--- src/rtl/jellyvl_etherneco_ring_scheduler_pkg.sv ---
// Shared state encoding, field widths and helpers for the etherneco ring scheduler.
package jellyvl_etherneco_ring_scheduler_pkg;

  localparam int TYPE_WIDTH   = 8;
  localparam int LENGTH_WIDTH = 16;
  localparam int INDEX_WIDTH  = 3;
  localparam int STAT_WIDTH   = 16;

  typedef enum logic [2:0] {
    IDLE,
    ARB,
    ISSUE,
    WAIT,
    DONE
  } state_t;

  // Statistics counters stick at all-ones instead of wrapping.
  function automatic logic [STAT_WIDTH-1:0] stat_inc(input logic [STAT_WIDTH-1:0] value);
    return (&value) ? value : value + STAT_WIDTH'(1);
  endfunction

endpackage

--- src/rtl/jellyvl_etherneco_rr_arbiter.sv ---
// Round-robin selector: picks the first set request at or after ptr, wrapping to index 0.
module jellyvl_etherneco_rr_arbiter
  import jellyvl_etherneco_ring_scheduler_pkg::*;
#(
  parameter int REQ_NUM = 4
) (
  input  logic [REQ_NUM-1:0]     req,
  input  logic [INDEX_WIDTH-1:0] ptr,
  output logic [REQ_NUM-1:0]     grant,
  output logic [INDEX_WIDTH-1:0] index,
  output logic                   found
);

  // First pass searches [ptr, REQ_NUM), second pass covers the wrap-around part.
  always_comb begin
    grant = '0;
    index = '0;
    found = 1'b0;
    for (int j = 0; j < REQ_NUM; j++) begin
      if (!found && req[j] && (j >= int'(ptr))) begin
        found    = 1'b1;
        grant[j] = 1'b1;
        index    = INDEX_WIDTH'(j);
      end
    end
    for (int j = 0; j < REQ_NUM; j++) begin
      if (!found && req[j]) begin
        found    = 1'b1;
        grant[j] = 1'b1;
        index    = INDEX_WIDTH'(j);
      end
    end
  end

endmodule

--- src/rtl/jellyvl_etherneco_ring_scheduler.sv ---
// Master-side slot sequencer for the etherneco ring: periodic slot, round-robin grant, command, wait for return.
// Define JELLYVL_ETHERNECO_RING_SCHEDULER_STATS_EN to add overrun/timeout/error statistics counters.
module jellyvl_etherneco_ring_scheduler
  import jellyvl_etherneco_ring_scheduler_pkg::*;
#(
  parameter int REQ_NUM       = 4,
  parameter int PERIOD_WIDTH  = 32,
  parameter int TIMEOUT_WIDTH = 24
) (
  input  logic                            clk,
  input  logic                            reset,
  input  logic                            enable,
  input  logic [PERIOD_WIDTH-1:0]         param_period,
  input  logic [TIMEOUT_WIDTH-1:0]        param_timeout,
  input  logic [REQ_NUM-1:0]              s_req_valid,
  input  logic [REQ_NUM*TYPE_WIDTH-1:0]   s_req_type,
  input  logic [REQ_NUM*LENGTH_WIDTH-1:0] s_req_length,
  output logic [REQ_NUM-1:0]              s_req_ready,
  output logic                            m_cmd_valid,
  input  logic                            m_cmd_ready,
  output logic [TYPE_WIDTH-1:0]           m_cmd_type,
  output logic [LENGTH_WIDTH-1:0]         m_cmd_length,
  input  logic                            rx_end,
  input  logic                            rx_error,
  input  logic [TYPE_WIDTH-1:0]           rx_type,
  output logic                            done_valid,
  output logic [INDEX_WIDTH-1:0]          done_index,
  output logic                            done_error,
  output logic                            done_timeout,
  output logic                            busy
`ifdef JELLYVL_ETHERNECO_RING_SCHEDULER_STATS_EN
  ,
  input  logic                            stat_clear,
  output logic [STAT_WIDTH-1:0]           stat_overrun,
  output logic [STAT_WIDTH-1:0]           stat_timeout,
  output logic [STAT_WIDTH-1:0]           stat_error
`endif
);

  state_t                   state;
  logic [PERIOD_WIDTH-1:0]  period_cnt;
  logic [TIMEOUT_WIDTH-1:0] tmo_cnt;
  logic [INDEX_WIDTH-1:0]   rr_ptr;
  logic [INDEX_WIDTH-1:0]   cur_index;
  logic                     tick;

  logic [REQ_NUM-1:0]       arb_grant;
  logic [INDEX_WIDTH-1:0]   arb_index;
  logic                     arb_found;
  logic [INDEX_WIDTH-1:0]   arb_next_ptr;
  logic [TYPE_WIDTH-1:0]    arb_type;
  logic [LENGTH_WIDTH-1:0]  arb_length;

  logic                     rx_hit;
  logic                     tmo_hit;
  logic                     rx_bad;

  // The >= guards against param_period being lowered below the running count.
  assign tick = enable && (period_cnt >= param_period);

  always_ff @(posedge clk or negedge reset) begin
    if (!reset) begin
      period_cnt <= '0;
    end else if (!enable || tick) begin
      period_cnt <= '0;
    end else begin
      period_cnt <= period_cnt + PERIOD_WIDTH'(1);
    end
  end

  jellyvl_etherneco_rr_arbiter #(
    .REQ_NUM (REQ_NUM)
  ) u_rr_arbiter (
    .req   (s_req_valid),
    .ptr   (rr_ptr),
    .grant (arb_grant),
    .index (arb_index),
    .found (arb_found)
  );

  assign arb_next_ptr = (arb_index == INDEX_WIDTH'(REQ_NUM - 1)) ? '0 : arb_index + INDEX_WIDTH'(1);

  always_comb begin
    arb_type   = '0;
    arb_length = '0;
    for (int i = 0; i < REQ_NUM; i++) begin
      if (arb_grant[i]) begin
        arb_type   = s_req_type[i*TYPE_WIDTH +: TYPE_WIDTH];
        arb_length = s_req_length[i*LENGTH_WIDTH +: LENGTH_WIDTH];
      end
    end
  end

  // A return in the final counting cycle still beats the timeout.
  assign rx_hit  = (state == WAIT) && rx_end;
  assign tmo_hit = (state == WAIT) && !rx_end && (tmo_cnt <= TIMEOUT_WIDTH'(1));
  assign rx_bad  = rx_error || (rx_type != m_cmd_type);

  // The grant is decided on the tick and registered, so the ready pulse and latched fields appear during ARB.
  always_ff @(posedge clk or negedge reset) begin
    if (!reset) begin
      state        <= IDLE;
      rr_ptr       <= '0;
      cur_index    <= '0;
      tmo_cnt      <= '0;
      s_req_ready  <= '0;
      m_cmd_valid  <= 1'b0;
      m_cmd_type   <= '0;
      m_cmd_length <= '0;
      done_valid   <= 1'b0;
      done_index   <= '0;
      done_error   <= 1'b0;
      done_timeout <= 1'b0;
    end else begin
      s_req_ready  <= '0;
      done_valid   <= 1'b0;
      done_index   <= '0;
      done_error   <= 1'b0;
      done_timeout <= 1'b0;
      case (state)
        IDLE: begin
          if (tick && arb_found) begin
            s_req_ready  <= arb_grant;
            cur_index    <= arb_index;
            m_cmd_type   <= arb_type;
            m_cmd_length <= arb_length;
            rr_ptr       <= arb_next_ptr;
            state        <= ARB;
          end
        end
        ARB: begin
          m_cmd_valid <= 1'b1;
          state       <= ISSUE;
        end
        ISSUE: begin
          if (m_cmd_ready) begin
            m_cmd_valid <= 1'b0;
            tmo_cnt     <= param_timeout;
            state       <= WAIT;
          end
        end
        WAIT: begin
          if (rx_hit) begin
            done_valid <= 1'b1;
            done_index <= cur_index;
            done_error <= rx_bad;
            state      <= DONE;
          end else if (tmo_hit) begin
            done_valid   <= 1'b1;
            done_index   <= cur_index;
            done_timeout <= 1'b1;
            state        <= DONE;
          end else begin
            tmo_cnt <= tmo_cnt - TIMEOUT_WIDTH'(1);
          end
        end
        DONE: begin
          state <= IDLE;
        end
        default: begin
          state <= IDLE;
        end
      endcase
    end
  end

  assign busy = (state != IDLE);

`ifdef JELLYVL_ETHERNECO_RING_SCHEDULER_STATS_EN
  always_ff @(posedge clk or negedge reset) begin
    if (!reset) begin
      stat_overrun <= '0;
      stat_timeout <= '0;
      stat_error   <= '0;
    end else if (stat_clear) begin
      stat_overrun <= '0;
      stat_timeout <= '0;
      stat_error   <= '0;
    end else begin
      if (tick && (state != IDLE)) begin
        stat_overrun <= stat_inc(stat_overrun);
      end
      if (tmo_hit) begin
        stat_timeout <= stat_inc(stat_timeout);
      end
      if (rx_hit && rx_bad) begin
        stat_error <= stat_inc(stat_error);
      end
    end
  end
`endif

endmodule
--- config.mk ---
export PLATFORM = sky130hd
export DESIGN_NAME = jellyvl_etherneco_ring_scheduler
export DESIGN_NICKNAME = d
export VERILOG_FILES = /design/src/rtl/jellyvl_etherneco_ring_scheduler_pkg.sv /design/src/rtl/jellyvl_etherneco_rr_arbiter.sv /design/src/rtl/jellyvl_etherneco_ring_scheduler.sv
export SDC_FILE = /design/constraint.sdc
export NUM_CORES = 1
export LEC_CHECK = 0
export ABC_AREA = 1
export BUFFER_PORTS_ARGS = -buffer_cell sky130_fd_sc_hd__buf_4
export CORE_MARGIN = 2
export CORE_UTILIZATION = 23
export CTS_BUF_LIST = sky130_fd_sc_hd__clkbuf_16
export CTS_CLUSTER_DIAMETER = 150
export DETAILED_ROUTE_END_ITERATION = 8
export MAX_ROUTING_LAYER = met4
export SETUP_SLACK_MARGIN = 0.1
export SKIP_CTS_REPAIR_TIMING = 1
export SLEW_MARGIN = 20
export SYNTH_ARGS = -nofsm -noshare
export SYNTH_HDL_FRONTEND = slang
export SYNTH_HIERARCHICAL = 1
export SYNTH_SLANG_ARGS = --single-unit
export TNS_END_PERCENT = 50
--- constraint.sdc ---
create_clock -name clk -period 2.6 [get_ports clk]
set_clock_uncertainty 0.2 [all_clocks]
set_input_delay 0.39 -clock clk [delete_from_list [all_inputs] [get_ports clk]]
set_output_delay 0.39 -clock clk [all_outputs]
set_load 0.05 [all_outputs]
### Word-level counts from Yosys, hierarchy flattened

Cells that the tools add are included.

* input port bits: 170
* word-level logic and storage cells: 122
* register bits: 100
* output and inout port bits: 36

* add/sub/neg operators: 3
* reduce and logical (&&, ||, !) cells: 35
* equal/unequal tests: 10
* mux-type cells: 55
* $lt $le $gt $ge: 6

Operators by type and width (count)
* $mux W24: 3
* $mux W16: 4
* $pmux W24 S2: 1
* $add A32 B1 Y32 const B: 1
* $ge A32 B32 Y1: 1
* $mux W32: 1
* $mux W8: 4
* $le A24 B1 Y1 const B: 1
* $mux W1: 24
* $mux W3: 8
* $sub A24 B1 Y24 const B: 1
* $logic_and A1 B1 Y1: 16
* $mux W2: 6
* $pmux W3 S4: 1
* $eq A3 B2 Y1 const B: 3
* $logic_not A1 Y1: 9
* $mux W4: 2
* $ne A2 B2 Y1 const B: 4
* $ne A8 B8 Y1: 1
* $ge A1 B3 Y1 const A: 2
* $ge A2 B3 Y1 const A: 2
* $reduce_and A2 Y1: 2
* $reduce_and A4 Y1: 1
* $reduce_bool A2 Y1: 2
* 8 further kinds: 9

### Longest topological paths before layout

Gate-level depths: netlist of the first run.

* depth in word-level cells: 30
* mapped depth: 17

### Cells and area by module

Netlist of the first run, hierarchy kept.

By module, submodules not included
* jellyvl_etherneco_ring_scheduler: instances 1, cells each 899, area an instance 6907.9 um^2
* jellyvl_etherneco_rr_arbiter: instances 1, cells each 41, area an instance 211.5 um^2

### Worst setup path after synthesis of the first run

OpenSTA, ideal clock, no wires.

* kind: input to register
* from: in s_req_valid[3]
* to: reg m_cmd_length[15]
* setup slack: 0.411 ns
* stages on the path: 11
* arrival time: 1.867 ns
* cells stage by stage: inv_1 nor2_1 inv_1 nand4_1 nor2_1 nand4_1 nand2_1 clkbuf_1 buf_2 mux2i_1 o21ai_2

* elaborated cells on any way between the ends: 26

RTL lines
* start: declaration: RTL line jellyvl_etherneco_ring_scheduler.sv:15 `input logic [REQ_NUM-1:0] s_req_valid,`
* $logic_and A1 B1 Y1 (2 in series): RTL line jellyvl_etherneco_rr_arbiter.sv:20 `if (!found && req[j] && (j >= int'(ptr))) begin`
* $mux W1: RTL line jellyvl_etherneco_rr_arbiter.sv:20
* $logic_not A1 Y1: RTL line jellyvl_etherneco_rr_arbiter.sv:27 `if (!found && req[j]) begin`
* $logic_and A1 B1 Y1: RTL line jellyvl_etherneco_rr_arbiter.sv:27
* $mux W1: RTL line jellyvl_etherneco_rr_arbiter.sv:27
* $logic_not A1 Y1: RTL line jellyvl_etherneco_rr_arbiter.sv:27
* $logic_and A1 B1 Y1: RTL line jellyvl_etherneco_rr_arbiter.sv:27
* $mux W1: RTL line jellyvl_etherneco_rr_arbiter.sv:27
* $logic_not A1 Y1: RTL line jellyvl_etherneco_rr_arbiter.sv:27
* $logic_and A1 B1 Y1: RTL line jellyvl_etherneco_rr_arbiter.sv:27
* $mux W1: RTL line jellyvl_etherneco_rr_arbiter.sv:27
* $logic_not A1 Y1: RTL line jellyvl_etherneco_rr_arbiter.sv:27
* $logic_and A1 B1 Y1: RTL line jellyvl_etherneco_rr_arbiter.sv:27
* $mux W1 *: RTL line jellyvl_etherneco_rr_arbiter.sv:27
* via arb_grant[3]: RTL line jellyvl_etherneco_ring_scheduler.sv:47 `logic [REQ_NUM-1:0] arb_grant;`
* $mux W16 *: RTL line jellyvl_etherneco_ring_scheduler.sv:87 `if (arb_grant[i]) begin`
* end signal: assignment: RTL line jellyvl_etherneco_ring_scheduler.sv:126 `m_cmd_length <= arb_length;`
* end: declaration: RTL line jellyvl_etherneco_ring_scheduler.sv:22 `output logic [LENGTH_WIDTH-1:0] m_cmd_length,`

Mark *: on every way through the listed nets, which the timed path passes. The rest lies on a longest branch.
A chain may end at the register's enable or synchronous reset.

### Final worst setup path of the first run

* from: reg rr_ptr[2]
* to: reg m_cmd_length[3]

* elaborated cells on any way between the ends: 43

RTL lines
* start: declaration: RTL line jellyvl_etherneco_ring_scheduler.sv:43 `logic [INDEX_WIDTH-1:0] rr_ptr;`
* start signal: assignment: RTL line jellyvl_etherneco_ring_scheduler.sv:127 `rr_ptr <= arb_next_ptr;`
* $ge A1 B3 Y1: RTL line jellyvl_etherneco_rr_arbiter.sv:20
* $logic_and A1 B1 Y1: RTL line jellyvl_etherneco_rr_arbiter.sv:20
* $mux W1: RTL line jellyvl_etherneco_rr_arbiter.sv:20
* $logic_not A1 Y1: RTL line jellyvl_etherneco_rr_arbiter.sv:20
* $logic_and A1 B1 Y1 (2 in series): RTL line jellyvl_etherneco_rr_arbiter.sv:20
* $mux W1: RTL line jellyvl_etherneco_rr_arbiter.sv:20
* $logic_not A1 Y1: RTL line jellyvl_etherneco_rr_arbiter.sv:20
* $logic_and A1 B1 Y1 (2 in series): RTL line jellyvl_etherneco_rr_arbiter.sv:20
* $mux W1: RTL line jellyvl_etherneco_rr_arbiter.sv:20
* $logic_not A1 Y1: RTL line jellyvl_etherneco_rr_arbiter.sv:20
* $logic_and A1 B1 Y1 (2 in series): RTL line jellyvl_etherneco_rr_arbiter.sv:20
* $mux W1: RTL line jellyvl_etherneco_rr_arbiter.sv:20
* $logic_not A1 Y1: RTL line jellyvl_etherneco_rr_arbiter.sv:27
* $logic_and A1 B1 Y1: RTL line jellyvl_etherneco_rr_arbiter.sv:27
* $mux W1 *: RTL line jellyvl_etherneco_rr_arbiter.sv:27
* via arb_grant[0]: RTL line jellyvl_etherneco_ring_scheduler.sv:47
* $mux W16 * (4 in series): RTL line jellyvl_etherneco_ring_scheduler.sv:87

Marked as above.

==> impl_metrics.py, run 1 <==
metrics = {
    "power": {
        "p_switching_mw": 2.20,
        "power_frac_comb_pct": 37.5,
        "cellPowerDensity_nw_per_um2": 559,
        "power_leakage_nw": 4.57,
        "clockPowerShare_pct": 24.2,
        "p_sw_share_pct": 40.6,
        "seqPwrFrac_pct": 38.2,
        "p_int_mw": 3.22,
        "vdd_drop_max_mv": 0.420,
    },
    "final_layout": {
        "drive_gt1_share_pct": 28.8,
        "n_fill_cell": 3248,
        "n_antenna_cell": 0,
        "utilization_pct": 31.8,
        "layout.cells.non_filler": 1554,
        "fin_area_sq_um": 9700,
        "layout.nets": 1359,
        "syn_to_final_growth_pct": 36.3,
    },
    "yosys": {
        "synth-seq-cells": 100,
        "async_reset_ff_share_pct": 100,
        "synth_adder_area_share_pct": 6.33,
        "syn_avg_cell_area_sq_um": 7.57,
        "synth_nets": 1146,
        "yosysUniqueCellTypes": 50,
        "synth_ff_type": "dfrtp_1",
        "yosys-mux-area-fraction_pct": 3.37,
        "synth-xor-area-share_pct": 3.08,
        "synth_top_family_by_area": "simple AND/OR/NAND/NOR gates",
        "yosysSeqAreaShare_pct": 35.1,
        "synthCells": 940,
        "yosys_warnings": 6,
        "synth_edf_count": 0,
        "synthSimpleGateAreaFrac_pct": 28.3,
        "netlist_area_sq_um": 7120,
        "synth-compound-area-share_pct": 14.5,
    },
    "timing": {
        "setup_viol_count_final": 0,
        "finalHoldViolations": 0,
        "finalSetupTns_ps": 0,
        "fin_hold_ws_ps": 108,
        "fmax_ghz": 0.426,
        "relSlewSlack_pct": 65.3,
        "final-max-slew-violation-count": 0,
        "rsz0062_at_grt": "yes",
        "period_share_pct": 90.2,
        "worst-slew-pin-transition_ps": 520,
        "min_period_ps": 2350,
    },
    "setup_path": {
        "r2r-end": "m_cmd_length[3]$_DFFE_PN0P_",
        "r2r_start": "rr_ptr[2]$_DFFE_PN0P_",
        "crit_path_end": "m_cmd_length[3]$_DFFE_PN0P_",
        "critical_path_class": "reg -> reg",
        "setup.worst_path.start_class": "flip-flop",
        "r2r_setup_slack_ps": 250,
        "crit_fanout": 24,
        "worst-r2r-cell-count": 12,
        "arrival_ps": 2360,
        "worst_setup_path_end_kind": "flip-flop",
        "crit_start": "rr_ptr[2]$_DFFE_PN0P_",
        "crit_required_ps": 2620,
    },
    "die": {
        "pin_count": 206,
        "dieArea_sq_um": 32400,
        "die_h_microns": 180,
        "start_util_pct": 23.3,
        "core_area_sq_um": 30500,
        "std_cell_rows": 64,
        "die_w_microns": 180,
    },
    "place": {
        "post_dp_cell_area_sq_um": 9140,
        "place_inst": 1520,
        "place.gp.congestion": 0.870,
        "dpl.hpwl_mm": 17.4,
        "io_buffers": 205,
    },
    "hold_path": {
        "min-delay-start": "param_timeout[12]",
        "hold_path.class": "in -> reg",
    },
    "clock_network": {
        "htreeDepth": 3,
        "clk_latency_ps": 350,
        "cts_made_buffers": 9,
        "cts.sinks": 100,
        "cts_tree": "built",
        "cts_root_buf": "clkbuf_16",
        "clk_pin_slew_worst_paths_ps": 80,
        "clk_path_buf_depth": 2,
    },
    "global_route": {
        "track_usage_pct": 13.8,
        "overflow": 0,
        "grt_pass1_wl_mm": 35.1,
        "grt_max_degree": 50,
        "grt_pass1_vias": 6864,
        "antenna_found_initial": 0,
    },
    "drt": {
        "wl_per_cell_microns": 14.4,
        "drt_iter0_markers": 377,
        "wl_mm": 22.3,
        "dr_total_vias": 7032,
        "drtAntennaViolNets": 0,
        "drc": 0,
        "via_per_inst": 4.53,
        "drt_pre_antenna_iters": 5,
    },
    "outcome": {
        "outcome": "finished, final reports clean",
    },
    "job": {
        "maxCapViolCount": 0,
    },
}
==> stage by stage <==
step,setup slack (ps),power (mW)
global placement,172,4.07
floorplan,411,3.52
CTS,139,5.46
detailed placement,74.7,4.11
global route,79.3,5.83
finish,254,5.43
==> worst min-delay path by stage <==
stage / slack [ps] / endpoint / cells past startpoint
after detailed placement: 210 / tmo_cnt[17]$_DFFE_PN0P_ / 1
after CTS: -180 / tmo_cnt[16]$_DFFE_PN0P_ / 1
final: 110 / tmo_cnt[12]$_DFFE_PN0P_ / 3
after floorplan: -110 / cur_index[0]$_DFFE_PN0P_ / 0
after global routing: 100 / tmo_cnt[8]$_DFFE_PN0P_ / 3
after global placement: 210 / tmo_cnt[17]$_DFFE_PN0P_ / 1
==> state kept, by name, indices dropped and copies added, names as in the netlist <==
signal,cells
cur_index,3
done_error,1
done_index,3
done_timeout,1
done_valid,1
m_cmd_length,16
m_cmd_type,8
m_cmd_valid,1
period_cnt,32
rr_ptr,3
s_req_ready,4
state,3
tmo_cnt,24
==> cell usage after synthesis (all sizes together) (4+ instances only) <==
master	number	area share (%)
nand4	22	2.2
xor2	20	2.5
dfrtp	100	35
nor2	119	7.6
clkbuf	10	0.53
a31oi	4	0.35
ha	36	6.3
inv	120	6.3
nor3	27	2.3
nor4	4	0.35
buf	23	2.4
nand2	208	11
o211ai	9	1.1
mux2i	24	3.4
xnor2	5	0.62
or2	7	0.62
nand3	38	3.4
a21oi	36	2.5
o21ai	84	6.2
a22oi	25	2.7
==> worst max-delay path: stages (launching register included) <==
cell	delay, ps
dfrtp_1	430
buf_4	170
nor2_4	130
inv_1	70
nand4_1	150
o21ai_0	100
inv_1	90
nor2_2	50
buf_12	150
a22oi_1	150
o21ai_0	90
mux2i_1	330
o21ai_1	100
==> per-layer routing <==
layer	routed length, microns	global-route usage, %	part of all wire (%)
met1	9560	16.5	43
met2	11000	23.3	49
met3	1190	2.59	5.3
met4	518	4.39	2.3
met5	0	-	0
==> cell type report <==
cell class / instances / area [sq um] / area share, %
sequential: 100 / 2510 / 25.9
inverter: 120 / 450 / 4.64
multi-input combinational: 687 / 4040 / 41.6
timing repair buffer: 235 / 1930 / 19.9
clock inverter: 7 / 51.3 / 0.529
tap: 396 / 495 / 5.11
clock buffer: 9 / 225 / 2.32
==> cells by family (layout without fill, tap and decap cells) <==
logic type | Yosys count | count (layout)
and+or+nand+nor | 428 | 428
buffers and inverters | 153 | 371
other | 1 | 1
AOI/OAI and AO/OA | 173 | 173
xor gates and xnor gates | 25 | 25
muxes | 24 | 24
DFF | 100 | 100
adders and majority gates | 36 | 36
==> power by group through the flow <==
| stage | clock (mW) | sequential, mW | combinational [mW] |
|---|---|---|---|
| 2_1_floorplan | 0 | 2.09 | 1.43 |
| 3_3_place_gp | 0 | 2.09 | 1.98 |
| 3_5_place_dp | 0 | 2.10 | 2.01 |
| 4_1_cts | 1.38 | 2.07 | 2.01 |
| 5_1_grt | 1.43 | 2.11 | 2.29 |
| 6_report | 1.31 | 2.07 | 2.04 |
==> layout by cell type (no fill, tap or decap), drive strengths merged <==
master / count
buf: 231
nand2: 208
inv: 123
nor2: 119
dfrtp: 100
o21ai: 84
nand3: 38
a21oi: 36
ha: 36
nor3: 27
a22oi: 25
mux2i: 24
nand4: 22
xor2: 20
clkbuf: 12
o211ai: 9
or2: 7
xnor2: 5
nor4: 4
a31oi: 4
a21boi: 3
o22ai: 3
clkinvlp: 3
nor3b: 3
a21o: 2
o21a: 2
o21bai: 2
o41ai: 1
o31ai: 1
clkinv: 1
dlygate4sd3: 1
o2111ai: 1
conb: 1
Note: power is estimated with default switching activity, not from simulation.
==> run 2: changes to the inputs <==
--- a/config.mk
+++ b/config.mk
@@ -5,7 +5,7 @@
 export SDC_FILE = /design/constraint.sdc
 export NUM_CORES = 1
 export LEC_CHECK = 0
-export ABC_AREA = 1
+export ABC_AREA = 0
 export BUFFER_PORTS_ARGS = -buffer_cell sky130_fd_sc_hd__buf_4
 export CORE_MARGIN = 2
 export CORE_UTILIZATION = 23
==> impl_metrics.py, run 2 <==
metrics = {
    "clock_network": {
        "clk_pin_slew_worst_paths_ps": 80,
        "htreeDepth": 3,
        "cts.sinks": 100,
        "clk_latency_ps": 360,
        "cts_root_buf": "clkbuf_16",
        "clk_path_buf_depth": 2,
        "cts_tree": "built",
        "cts_made_buffers": 9,
    },
    "yosys": {
        "synth-xor-area-share_pct": 5.11,
        "synth_top_area_cell": "dfrtp_1",
        "synth_edf_count": 0,
        "synth_area_leaders": "dfrtp_1 (38%), ha_1 (6.9%), mux2_4 (5.8%), a21oi_1 (5.3%), nor2_1 (5.2%)",
        "synth_top_family_by_area": "simple AND/OR/NAND/NOR gates",
        "yosysMostFrequentCell": "dfrtp_1",
        "yosys-mux-area-fraction_pct": 6.62,
        "netlist_area_sq_um": 6520,
        "synth_adder_area_share_pct": 6.91,
        "synthTopCellsByCount": "dfrtp_1 (100), nor2_1 (91), nand2_1 (76)",
        "synthSimpleGateAreaFrac_pct": 19.2,
        "synth_nets": 961,
        "synth_top_area_share_pct": 38.4,
        "synth-seq-cells": 100,
        "synth_ff_type": "dfrtp_1",
        "synth-compound-area-share_pct": 18.1,
        "synthCells": 755,
        "yosys_warnings": 6,
        "yosysSeqAreaShare_pct": 38.4,
        "async_reset_ff_share_pct": 100,
        "yosysUniqueCellTypes": 58,
        "syn_avg_cell_area_sq_um": 8.63,
    },
    "timing": {
        "relSlewSlack_pct": 57.9,
        "worst-slew-pin-transition_ps": 626,
        "final-max-slew-violation-count": 0,
        "setup_viol_count_final": 61,
        "rsz0062_at_grt": "yes",
        "fmax_ghz": 0.365,
        "min_period_ps": 2740,
        "finalHoldViolations": 0,
        "period_share_pct": 105,
        "finalSetupTns_ps": -2470,
        "fin_ws_ps": -141,
    },
    "global_route": {
        "grt_pass1_vias": 6213,
        "grtUsageMet3_pct": 2.40,
        "grtUsageMet1_pct": 16.7,
        "use_met2_pct": 21.9,
        "track_usage_pct": 13.5,
        "top_usage_layer": "met2",
        "grt_max_degree": 58,
        "grt_pass1_wl_mm": 30.5,
        "antenna_found_initial": 0,
        "overflow": 0,
    },
    "final_layout": {
        "drive_gt1_share_pct": 39.8,
        "largest_reg_flops": 32,
        "layout.nets": 1238,
        "top_register": "period_cnt",
        "utilization_pct": 35.8,
        "layout_commonest_cell": "buf_4",
        "fin_area_sq_um": 9970,
        "n_fill_cell": 2889,
        "n_antenna_cell": 0,
        "top_regs": "period_cnt: 32 flops, tmo_cnt: 24 flops, m_cmd_length: 16 flops",
        "mostFrequentLayoutCells": "buf_4 (282), dfrtp_1 (100), nand2_1 (76), a21oi_1 (64), nor2_1 (63)",
        "syn_to_final_growth_pct": 53.1,
    },
    "place": {
        "post_dp_cell_area_sq_um": 9030,
        "place.gp.congestion": 0.844,
        "dpl.hpwl_mm": 14.9,
        "io_buffers": 205,
    },
    "outcome": {
        "violations": "negative setup slack",
        "outcome": "finished with violations",
    },
    "die": {
        "dieArea_sq_um": 29700,
        "core_area_sq_um": 27900,
        "std_cell_rows": 61,
        "die_h_microns": 172,
        "pin_count": 206,
        "die_w_microns": 172,
        "start_util_pct": 23.4,
    },
    "setup_path": {
        "worst_setup_path_end_kind": "flip-flop",
        "crit_family": "simple AND/OR/NAND/NOR gates",
        "crit_top_cell": "buf_6",
        "cp_slowest_cell": "or4_4",
        "worst-r2r-cell-count": 10,
        "cp.depth": 10,
        "cpPeakStageDelay_ps": 440,
        "r2r-end": "cur_index[2]$_DFFE_PN0P_",
        "crit_required_ps": 2640,
        "arrival_ps": 2790,
        "r2r_setup_slack_ps": -140,
        "r2r_start": "period_cnt[14]$_DFF_PN0_",
        "critical_path_class": "reg -> reg",
        "crit_path_cell_trace": "ha_4 > and4_4 > nand2_1 > or4_4 > a31oi_4 > o21ai_4 > buf_6 > clkbuf_16 > buf_6 > mux2_4",
        "setup.worst_path.start_class": "flip-flop",
        "cp_num_buf_inv": 3,
        "crit_fanout": 8,
    },
    "drt": {
        "drt_iter0_markers": 258,
        "wl_mm": 20.2,
        "dr_total_vias": 6398,
        "via_per_inst": 4.52,
        "drc": 0,
        "wl_per_cell_microns": 14.3,
        "drt_pre_antenna_iters": 4,
        "drtAntennaViolNets": 0,
    },
    "power": {
        "vdd_drop_max_mv": 0.308,
        "design_power_total_mw": 5.41,
        "power_leakage_nw": 4.59,
        "cellPowerDensity_nw_per_um2": 542,
    },
    "hold_path": {
        "hold_path.class": "in -> reg",
        "min-delay-start": "param_timeout[18]",
        "hold_depth": 3,
        "hold_path_end": "tmo_cnt[18]$_DFFE_PN0P_",
    },
    "job": {
        "maxCapViolCount": 0,
    },
}
==> run 2: final cells by class <==
class | instances | area, sq um | area share [%]
clock buffers | 9 | 225 | 2.26
clock inverters | 7 | 67.6 | 0.677
inverters | 49 | 184 | 1.84
multi-input cells | 570 | 4040 | 40.5
flip-flops and latches | 100 | 2500 | 25.1
well taps | 378 | 473 | 4.74
repair buffers | 302 | 2480 | 24.9
==> run 2: worst min-delay path: cells and delay by family <==
kind / cells / cell delay, ps
buf+inv: 1 / 80
compound gates: 2 / 170
==> run 2: where the power goes <==
part,leakage (nW),internal (mW),switching [mW]
combinational,3.12,0.882,1.10
clock,0.142,0.676,0.693
sequential,1.33,1.80,0.248
total,4.59,3.36,2.04
==> run 2: metrics by stage <==
step	setup WS, ps	hold slack, ps	cells
finish	-141	120	1415
global route	-239	121	1415
detailed placement	-314	28.6	1379
CTS	-182	-359	1395
global placement	-246	29.1	1379
floorplan	108	-106	755
==> run 2: cells by family (layout without fill, tap and decap cells) <==
| kind of cell | after synthesis | in the layout |
|---|---|---|
| AOI/OAI and AO/OA | 194 | 194 |
| xor gates and xnor gates | 38 | 38 |
| adders and majority gates | 36 | 36 |
| buffers and inverters | 85 | 367 |
| DFF | 100 | 100 |
| muxes | 30 | 30 |
| other | 1 | 1 |
| and+or+nand+nor | 271 | 271 |
==> run 2: routing by layer <==
metal / routed length, microns / part of all wire [%]
met3: 1020 / 5.1
met4: 474 / 2.3
met2: 9700 / 48
met5: 0 / 0
met1: 8980 / 45
==> run 2: worst max path at each step <==
stage | from | endpoint
2_1_floorplan | period_cnt[13]$_DFF_PN0_ | cur_index[2]$_DFFE_PN0P_
5_1_grt | period_cnt[25]$_DFF_PN0_ | cur_index[2]$_DFFE_PN0P_
3_5_place_dp | param_period[31] | m_cmd_length[0]$_DFFE_PN0P_
3_3_place_gp | param_period[29] | cur_index[2]$_DFFE_PN0P_
4_1_cts | period_cnt[31]$_DFF_PN0_ | m_cmd_length[0]$_DFFE_PN0P_
6_report | period_cnt[14]$_DFF_PN0_ | cur_index[2]$_DFFE_PN0P_
